--- src/rtl/sc_spi_pkg.sv ---
// rtl/sc_spi_pkg.sv - shared SPI state encodings, edge-select constants and bit-position helper
package sc_spi_pkg;

   typedef enum logic [1:0] {
      tgtSYNC = 2'd0,
      tgtIDLE = 2'd1,
      tgtDATA = 2'd2
   } tgt_state_t;

   localparam logic CPOL_IDLE_LOW    = 1'b0;
   localparam logic CPHA_SAMPLE_LEAD = 1'b0;

   // Byte-ordered placement only makes sense for whole bytes; other widths fall back to MSB-first.
   function automatic logic [4:0] bpos(input logic border, input logic [4:0] bc, input logic [4:0] dwidth);
      if (border && (dwidth[2:0] == 3'b111))
         bpos = {bc[4:3], 3'b000} + (5'd7 - {2'b00, bc[2:0]});
      else
         bpos = dwidth - bc;
   endfunction

endpackage

--- src/rtl/sc_spi_sync.sv ---
// rtl/sc_spi_sync.sv - multi-flop synchroniser with level, rise and fall outputs
module sc_spi_sync #(
   parameter int STAGES = 2
) (
   input  logic SPICLK,
   input  logic SYSRSTB,
   input  logic pin,
   output logic level,
   output logic rise,
   output logic fall
);

   logic [STAGES-1:0] sync_q;
   logic              prev_q;

   // Resetting to 0 makes CSB look asserted, so the engine never trusts a stale high level.
   always_ff @(posedge SPICLK or negedge SYSRSTB) begin
      if (!SYSRSTB) begin
         sync_q <= '0;
         prev_q <= 1'b0;
      end else begin
         sync_q <= {sync_q[STAGES-2:0], pin};
         prev_q <= sync_q[STAGES-1];
      end
   end

   assign level = sync_q[STAGES-1];
   assign rise  = level & ~prev_q;
   assign fall  = ~level & prev_q;

endmodule

--- src/rtl/sc_spi_tgt.sv ---
// rtl/sc_spi_tgt.sv - SPI target protocol engine (oversampled, SPICLK domain)
// Byte-order support is built only when SC_SPI_TGT_BORDER_EN is defined.
module sc_spi_tgt
   import sc_spi_pkg::*;
#(
   parameter int SYNC_STAGES = 2
) (
   input  logic        SPICLK,
   input  logic        SYSRSTB,
   input  logic        CPOL,
   input  logic        CPHA,
   input  logic [4:0]  DWIDTH,
   input  logic        BORDER,
   input  logic [31:0] TXDATA,
   output logic        TXDETECT,
   output logic [31:0] RXDATA,
   output logic        RXVALID,
   output logic        SPIBUSY,
   output logic        FRMERR,
   input  logic        CSB,
   input  logic        SCLK,
   input  logic        MOSI,
   output logic        MISO,
   output logic        MISOEN
);

   logic csb_lvl, csb_rise, csb_fall;
   logic sclk_lvl_unused, sclk_rise, sclk_fall;
   logic mosi_lvl, mosi_rise_unused, mosi_fall_unused;

   sc_spi_sync #(.STAGES(SYNC_STAGES)) u_sync_csb (
      .SPICLK(SPICLK), .SYSRSTB(SYSRSTB), .pin(CSB),
      .level(csb_lvl), .rise(csb_rise), .fall(csb_fall)
   );

   sc_spi_sync #(.STAGES(SYNC_STAGES)) u_sync_sclk (
      .SPICLK(SPICLK), .SYSRSTB(SYSRSTB), .pin(SCLK),
      .level(sclk_lvl_unused), .rise(sclk_rise), .fall(sclk_fall)
   );

   sc_spi_sync #(.STAGES(SYNC_STAGES)) u_sync_mosi (
      .SPICLK(SPICLK), .SYSRSTB(SYSRSTB), .pin(MOSI),
      .level(mosi_lvl), .rise(mosi_rise_unused), .fall(mosi_fall_unused)
   );

   logic border_eff;
`ifdef SC_SPI_TGT_BORDER_EN
   assign border_eff = BORDER;
`else
   logic border_unused;
   assign border_unused = BORDER;
   assign border_eff    = 1'b0;
`endif

   tgt_state_t  state_q, state_d;
   logic [4:0]  bc_q;
   logic        sampled_q;
   logic [31:0] tx_q;
   logic [31:0] rx_q;

   logic        lead_edge, trail_edge, sample_edge, shift_edge;
   logic        frame_start, frame_end, word_done;
   logic [4:0]  bit_pos, first_pos;
   logic [31:0] rx_merged;

   always_comb begin
      lead_edge   = (CPOL == CPOL_IDLE_LOW) ? sclk_rise : sclk_fall;
      trail_edge  = (CPOL == CPOL_IDLE_LOW) ? sclk_fall : sclk_rise;
      sample_edge = (CPHA == CPHA_SAMPLE_LEAD) ? lead_edge : trail_edge;
      shift_edge  = (CPHA == CPHA_SAMPLE_LEAD) ? trail_edge : lead_edge;
      bit_pos     = bpos(border_eff, bc_q, DWIDTH);
      first_pos   = bpos(border_eff, 5'd0, DWIDTH);
      word_done   = (bc_q == DWIDTH);
      rx_merged   = rx_q;
      rx_merged[bit_pos] = mosi_lvl;
   end

   always_ff @(posedge SPICLK or negedge SYSRSTB) begin
      if (!SYSRSTB)
         state_q <= tgtSYNC;
      else
         state_q <= state_d;
   end

   always_comb begin
      state_d     = state_q;
      frame_start = 1'b0;
      frame_end   = 1'b0;
      case (state_q)
         tgtSYNC: if (csb_lvl) state_d = tgtIDLE;
         tgtIDLE: if (csb_fall) begin
            state_d     = tgtDATA;
            frame_start = 1'b1;
         end
         tgtDATA: if (csb_rise) begin
            state_d   = tgtIDLE;
            frame_end = 1'b1;
         end
         default: state_d = tgtSYNC;
      endcase
   end

   always_ff @(posedge SPICLK or negedge SYSRSTB) begin
      if (!SYSRSTB) begin
         bc_q      <= '0;
         sampled_q <= 1'b0;
         tx_q      <= '0;
         rx_q      <= '0;
         TXDETECT  <= 1'b0;
         RXDATA    <= '0;
         RXVALID   <= 1'b0;
         SPIBUSY   <= 1'b0;
         FRMERR    <= 1'b0;
         MISO      <= 1'b0;
         MISOEN    <= 1'b0;
      end else begin
         FRMERR <= 1'b0;
         if (frame_start) begin
            tx_q      <= TXDATA;
            TXDETECT  <= ~TXDETECT;
            bc_q      <= '0;
            sampled_q <= 1'b0;
            rx_q      <= '0;
            SPIBUSY   <= 1'b1;
            MISOEN    <= 1'b1;
            MISO      <= TXDATA[first_pos];
         end else if (frame_end) begin
            // CSB rise outranks a coincident sample edge; a partial word is dropped.
            SPIBUSY <= 1'b0;
            MISOEN  <= 1'b0;
            MISO    <= 1'b0;
            bc_q    <= '0;
            rx_q    <= '0;
            FRMERR  <= (bc_q != 5'd0);
         end else if (state_q == tgtDATA) begin
            if (sample_edge) begin
               sampled_q <= 1'b1;
               if (word_done) begin
                  RXDATA   <= rx_merged;
                  RXVALID  <= ~RXVALID;
                  bc_q     <= '0;
                  rx_q     <= '0;
                  tx_q     <= TXDATA;
                  TXDETECT <= ~TXDETECT;
               end else begin
                  rx_q <= rx_merged;
                  bc_q <= bc_q + 5'd1;
               end
            end else if (shift_edge && (CPHA != CPHA_SAMPLE_LEAD || sampled_q)) begin
               MISO <= tx_q[bit_pos];
            end
         end
      end
   end

endmodule
--- config.mk ---
export PLATFORM = sky130hd
export DESIGN_NAME = sc_spi_tgt
export DESIGN_NICKNAME = d
export VERILOG_FILES = /design/src/rtl/sc_spi_pkg.sv /design/src/rtl/sc_spi_sync.sv /design/src/rtl/sc_spi_tgt.sv
export SDC_FILE = /design/constraint.sdc
export NUM_CORES = 1
export LEC_CHECK = 0
export ABC_CLOCK_PERIOD_IN_PS = 3400
export BUFFER_PORTS_ARGS = -buffer_cell sky130_fd_sc_hd__clkbuf_2
export CORE_MARGIN = 4
export CORE_UTILIZATION = 58
export CTS_BUF_LIST = sky130_fd_sc_hd__clkbuf_8 sky130_fd_sc_hd__clkbuf_16
export DETAILED_ROUTE_END_ITERATION = 10
export HOLD_SLACK_MARGIN = 0.05
export PLACE_DENSITY = 0.8
export SLEW_MARGIN = 20
export SYNTH_ARGS = -nofsm -noshare
export SYNTH_HDL_FRONTEND = slang
export SYNTH_SLANG_ARGS = --single-unit
export TNS_END_PERCENT = 20
--- constraint.sdc ---
create_clock -name SPICLK -period 3.4 [get_ports SPICLK]
set_input_delay 0.34 -clock SPICLK [delete_from_list [all_inputs] [get_ports SPICLK]]
set_output_delay 0.34 -clock SPICLK [all_outputs]
set_load 0.005 [all_outputs]
* After elaboration in Yosys (flattened, before gate mapping)
Cells that the tools add are included. Widths: inputs -> output; s select.
Operators by class: reductions and logical operators 18, bitwise logic cells 12, eq/ne operators 8, order comparisons 3, $add $sub $neg 2, multiplexer cells 52
Operators with widths (count):
- $mux 32 | 10
- $bwmux 32 | 1
- $mux 1 | 29
- $mux 5 | 5
- $lt 5x6->1 const B | 2
- $bmux 1 s5 | 2
- $reduce_and 3->1 | 3
- $reduce_bool 3->1 | 3
- $not 1->1 | 8
- $reduce_bool 2->1 | 4
- $mux 2 | 3
- $ne 2x2->1 const B | 3
- $pmux 2 s3 | 1
- $add 5x1->5 const B | 1
- $demux 1 s5 | 1
- $eq 5x5->1 | 1
- $ge 5x1->1 const B | 1
- $reduce_and 5->1 | 1
- $reduce_bool 5->1 | 1
- $sub 5x5->5 | 1
- $and 1x1->1 | 4
- $reduce_and 4->1 | 1
- $ne 3x1->1 const B | 1
- $eq 2x1->1 const B | 1
- other kinds (6) | 7
Storage, ports and cells: register bits 117, logic and storage cells 111, bits of input ports 45, output and inout port bits 38

* Longest topological paths before layout
depth after elaboration 11, gate-level depth with buffers 12, depth with buffers taken out 10

* Hierarchy
A second synthesis with hierarchy kept.
Second synthesis, totals: cells, all modules 503, area, all modules 5895.7 um2
Modules (own cells, without submodules):
- sc_spi_tgt | cells each 488, sequential area each 2727.6 um2, instances 1, area an instance 5625.4 um2
- sc_spi_sync | cells each 5, sequential area each 75.1 um2, instances 3, area an instance 90.1 um2

* Worst setup path before layout
Ideal clock, no wire load.
path type in2reg, start point input port DWIDTH[0], end point register MISO, library setup time 0.129 ns, required time 3.271 ns, data arrival time 2.694 ns, path slack 0.577 ns, buffers on the path 2, cell stages on the path 11, path through clkbuf_1 -> inv_1 -> ha_1 -> inv_1 -> fa_1 -> clkbuf_1 -> nor2_1 -> nand3_1 -> and4_1 -> a221oi_1 -> o31ai_1
On the way: cells in the longest elaborated chain, start to end 8
Ends and longest elaborated chain:
- start: declaration | line sc_spi_tgt.sv:12 | input logic [4:0] DWIDTH,
- $sub 5x5->5 | line sc_spi_pkg.sv:18 | bpos = dwidth - bc;
- $bmux 1 s5 | line sc_spi_tgt.sv:150 | MISO <= tx_q[bit_pos];
- $mux 1 (not written as such) | line sc_spi_tgt.sv:150
- $mux 1 | line sc_spi_tgt.sv:149 | end else if (shift_edge && (CPHA != CPHA_SAMPLE_LEAD || sampled_q)) begin
- $mux 1 | line sc_spi_tgt.sv:136 | if (sample_edge) begin
- $mux 1 | line sc_spi_tgt.sv:135 | end else if (state_q == tgtDATA) begin
- $mux 1 | line sc_spi_tgt.sv:127 | end else if (frame_end) begin
- $mux 1 (*) | line sc_spi_tgt.sv:118 | if (frame_start) begin
- end signal: assignment | line sc_spi_tgt.sv:126 | MISO <= TXDATA[first_pos];
- end signal: assignment | line sc_spi_tgt.sv:150
- end: declaration | line sc_spi_tgt.sv:23 | output logic MISO,
Every way passes the cells marked *; elsewhere a longest branch is shown, timed or not. The select of a mux whose other input is x is not followed. A chain may end at the register's enable or synchronous reset.

* Worst setup path in the final report
start point register bc_q[0], end point register RXDATA[28]
On the way: cells in the longest elaborated chain, start to end 6
Ends and longest elaborated chain:
- start: declaration | line sc_spi_tgt.sv:56 | logic [4:0] bc_q;
- start signal: assignment | line sc_spi_tgt.sv:147 | bc_q <= bc_q + 5'd1;
- $sub 5x5->5 | line sc_spi_pkg.sv:18
- $lt 5x6->1 (not written as such) or $ge 5x1->1 (tied branches) | line sc_spi_tgt.sv:75 | rx_merged[bit_pos] = mosi_lvl;
- $logic_and 1x1->1 (not written as such) | line sc_spi_tgt.sv:75
- $mux 1 (not written as such) | line sc_spi_tgt.sv:75
- $demux 1 s5 | line sc_spi_tgt.sv:75
- $bwmux 32 | line sc_spi_tgt.sv:75
- end signal: assignment | line sc_spi_tgt.sv:139 | RXDATA <= rx_merged;
- end: declaration | line sc_spi_tgt.sv:16 | output logic [31:0] RXDATA,
Several ways; a longest one is shown, not always the timed one.

==> impl_results.md <==
* Fin. Hold Viols at 0
* Clock Skews at 0.0102 ns
* Max Cap Viol at 0
* RSZ-0062 raised after global routing: false
* Distinct cells, synth at 52
* Avg WL per Cell at 19.3 um
* Clock transition at path regs at around 0.06 ns
* DR DRC count at 0
* Yosys reg bits at approximately 120
* Relative slew slack at 46.6%
* Post-synthesis adder-cell area fraction at under 10%
* Initial Util at 60.3%
* Reg power frac at a little under a third
* Area of the multi-input gates at 2840 um2
* Final slew viol count at 0
* Period minus WS final at 2.95 ns
* Syn Area/Cell at 11.3 um2
* Clock tree buffer depth at 2
* Vias in the first global route at 4641
* Via count at around 4600
* Status: finished, final reports clean
* Peak VDD IR at 0.467 mV
* Synth Area in Simple Gates at between 10% and 20%
* Synth Area in XOR/XNOR at 1.18%
* Setup TNS Final at 0 ns
* Final worst-path cycle share at ~87%
* Number of antenna violations at the first check in global routing at 0
* Post-DP HPWL at 9390 um
* Core Util, Final at 73.1%
* Main combinational cell family by area after synthesis: multiplexers
* Routed WL at 14500 um
* Clock network fraction of total power at 31.9%
* Detail Route Antenna Nets at 0
* Setup Viol. Count Final at 0
* Final net count at between 600 and 700
* Finished Cell Area at 7210 um2
* Pwr Total at 0.00582 W
* Clock sinks at 117
* Yosys warns at 0
* Register Area at 2930 um2
* Worst Reg2Reg Path Length in Cells at 10
* Post-synthesis compound-gate area fraction at a little under an eighth
* Drt first pass iters at 5
* Placeable Area at 9860 um2
* Die Footprint at 11900 um2
* Die width at 109 um
* EDFF count, synth at 0
* Netlist Area Pre-Place at 5950 um2
* Psw at 0.00214 W
* Register area share after synthesis at 49.2%
* Largest net degree at the start of global routing at 63
* Hold path startpoint: TXDATA[28]
* H-tree depth at 4
* I/O Pins at between 80 and 90
* Share of cells above drive strength 1 at 35.0%
* Power per Cell Area at 807 nW/um2
* Mux cell area share after synthesis at 18.6%
* Port Buffers at 81
* Reg2Reg Capture Point: RXDATA[28]$_DFFE_PN0P_
* Worst Path Arrival at 3.29 ns
* Die height at between 100 and 150 um
* Ys async rst share at 100%
* Critical Path End Type: register
* Static Leak at 3.12 nW
* Diode count at 0
* Critical path fanouts, max at 8
* Internal Power at 0.00368 W
* Comb power frac at 37.4%
* Root buffer cell: clkbuf_8
* First-pass GRT wire length at 23900 um
* Switching Share at 36.7%
* Worst-skew pair later-pin latency at 0.52 ns
* Syn nets at 578
* Via/cell ratio at 6.09
* Placed cell area at between 6000 and 7000 um2
* Worst reg-to-reg setup slack at 0.45 ns
* Syn Inst Count at 526
* CTS tree: done
* Fmax at 339 MHz
* CTS Buf Count at 17
* Syn-to-layout area delta at 21.2%
* Worst-margin pin slew at 0.795 ns
* Dominant synthesized flop cell: dfrtp_1
* Path type of the worst min-delay path: in2reg
* Final GP Congestion at 0.854
* Overflow after GRT at 0
* Fillers at 668
* # rows at 36
* WHS Endpoint: tx_q[28]$_DFFE_PN0P_
* Worst path required time at 3.74 ns
* Hold path cells at 2
* Gr usage total at 26.5%
* Worst setup SP type: register
* Drt initial violations at 417
* Critical path class: reg2reg
* Reg-to-reg startpoint: bc_q[0]$_DFFE_PN0P_
-- placed cells by master (no fill, tap or decap), drive strengths merged, types with 2 or more instances in the layout --
master         n
nand2         63
or2            3
buf           20
nor3          15
mux4          13
ha             6
o31ai          3
bufinv         4
mux2          56
o21ai         52
o2bb2ai       32
nor2          11
xor2           4
xnor2          4
nand2b         7
a21oi          7
nor4          24
mux2i         18
dlygate4sd3    5
a21o           2
inv            7
o22ai          2
and2           4
clkinv         5
nor2b          6
clkinvlp       3
clkbuf        99
a31oi          4
dfrtp        117
nand3         11
-- registers in the layout, summed over array words and instances, names as in the netlist --
register	count
RXVALID	1
MISOEN	1
u_sync_csb.prev_q	1
TXDETECT	1
u_sync_sclk.sync_q	2
u_sync_csb.sync_q	2
tx_q	32
state_q	2
FRMERR	1
rx_q	32
u_sync_mosi.sync_q	2
MISO	1
RXDATA	32
u_sync_sclk.prev_q	1
bc_q	5
sampled_q	1
-- repair_timing --
| item | in CTS | in global routing |
|---|---|---|
| endpoints found under the setup margin | 0 | 0 |
| hold endpoints to repair | 59 | 0 |
| resized for setup | 0 | 0 |
| hold buffers | 5 | 0 |
| setup buffers | 0 | 0 |
-- worst max path at each step --
stage	endpoint	slack, ns	cells past startpoint	startpoint
floorplan	MISO$_DFFE_PN0P_	0.58	11	DWIDTH[0]
global placement	RXDATA[30]$_DFFE_PN0P_	0.31	12	DWIDTH[0]
detailed placement	RXDATA[30]$_DFFE_PN0P_	0.24	12	DWIDTH[0]
CTS	RXDATA[28]$_DFFE_PN0P_	0.44	10	bc_q[0]$_DFFE_PN0P_
global route	RXDATA[28]$_DFFE_PN0P_	0.18	10	bc_q[0]$_DFFE_PN0P_
finish	RXDATA[28]$_DFFE_PN0P_	0.45	10	bc_q[0]$_DFFE_PN0P_
-- synth_stat cells (all sizes together) (2+ instances only) --
cell type | number | share of area (%)
mux4 | 13 | 4.9
ha | 6 | 1.3
dfrtp | 117 | 49
a31oi | 4 | 0.53
o22ai | 2 | 0.21
o21ai | 52 | 4.4
nand2 | 63 | 4.0
xor2 | 4 | 0.59
clkbuf | 19 | 1.2
inv | 7 | 0.44
nor3 | 15 | 1.3
o31ai | 3 | 0.38
nand3 | 11 | 1.0
or2 | 3 | 0.32
nand2b | 7 | 0.74
buf | 23 | 2.0
xnor2 | 4 | 0.59
mux2i | 18 | 3.0
and2 | 4 | 0.46
o2bb2ai | 32 | 4.7
nor2b | 6 | 0.63
a21oi | 7 | 0.65
mux2 | 56 | 11
nor4 | 24 | 3.7
a21o | 2 | 0.25
nor2 | 11 | 0.69
-- area by class of cell --
type	instances	area share, %
timing repair buffer	105	8.78
clock buffer	19	6.13
sequential	117	40.6
inverter	7	0.364
tap	133	2.31
multi-input combinational	360	39.3
clock inverter	12	2.48
-- per-layer routing --
metal / GRT usage [%] / routed length [um] / vias up
met5: 0 / 0 / -
met4: 9.97 / 366 / 0
met3: 6.39 / 1020 / 38
met2: 41.7 / 6930 / 196
met1: 35.9 / 6210 / 2263
li1: - / - / 2092
-- critical path, stage by stage (launching register included) --
cell and delay [ns]:
dfrtp_1 0.43, ha_1 0.20, inv_1 0.06, fa_1 0.46, a21o_1 0.20, a21oi_2 0.21, xnor2_1 0.27, buf_4 0.27
nor3_1 0.28, mux2i_1 0.25, o21ai_0 0.15
-- power groups by stage --
stage	clock, W	sequential, W	combinational, W
after floorplan	0	0.00175	0.00155
after global placement	0	0.00178	0.00202
after detailed placement	0	0.00180	0.00209
after CTS	0.00187	0.00178	0.00213
after global routing	0.00195	0.00182	0.00233
final	0.00186	0.00179	0.00218
-- through the flow --
stage / hold WS, ns / setup slack [ns] / std cells
2_1_floorplan: 0.0444 / 0.577 / 526
3_3_place_gp: 0.336 / 0.314 / 716
3_5_place_dp: 0.337 / 0.237 / 716
4_1_cts: 0.0502 / 0.441 / 752
5_1_grt: 0.0596 / 0.177 / 753
6_report: 0.0669 / 0.453 / 753
-- cells by family after synthesis --
family                   after synthesis
AO/OA/AOI/OAI                        107
XOR/XNOR                               8
adder cells (fa/ha/maj)                7
buffers and inverters                 49
flip-flops                           117
multiplexers                          87
AND/OR/NAND/NOR                      151
(Power assumes the default switching activity.)
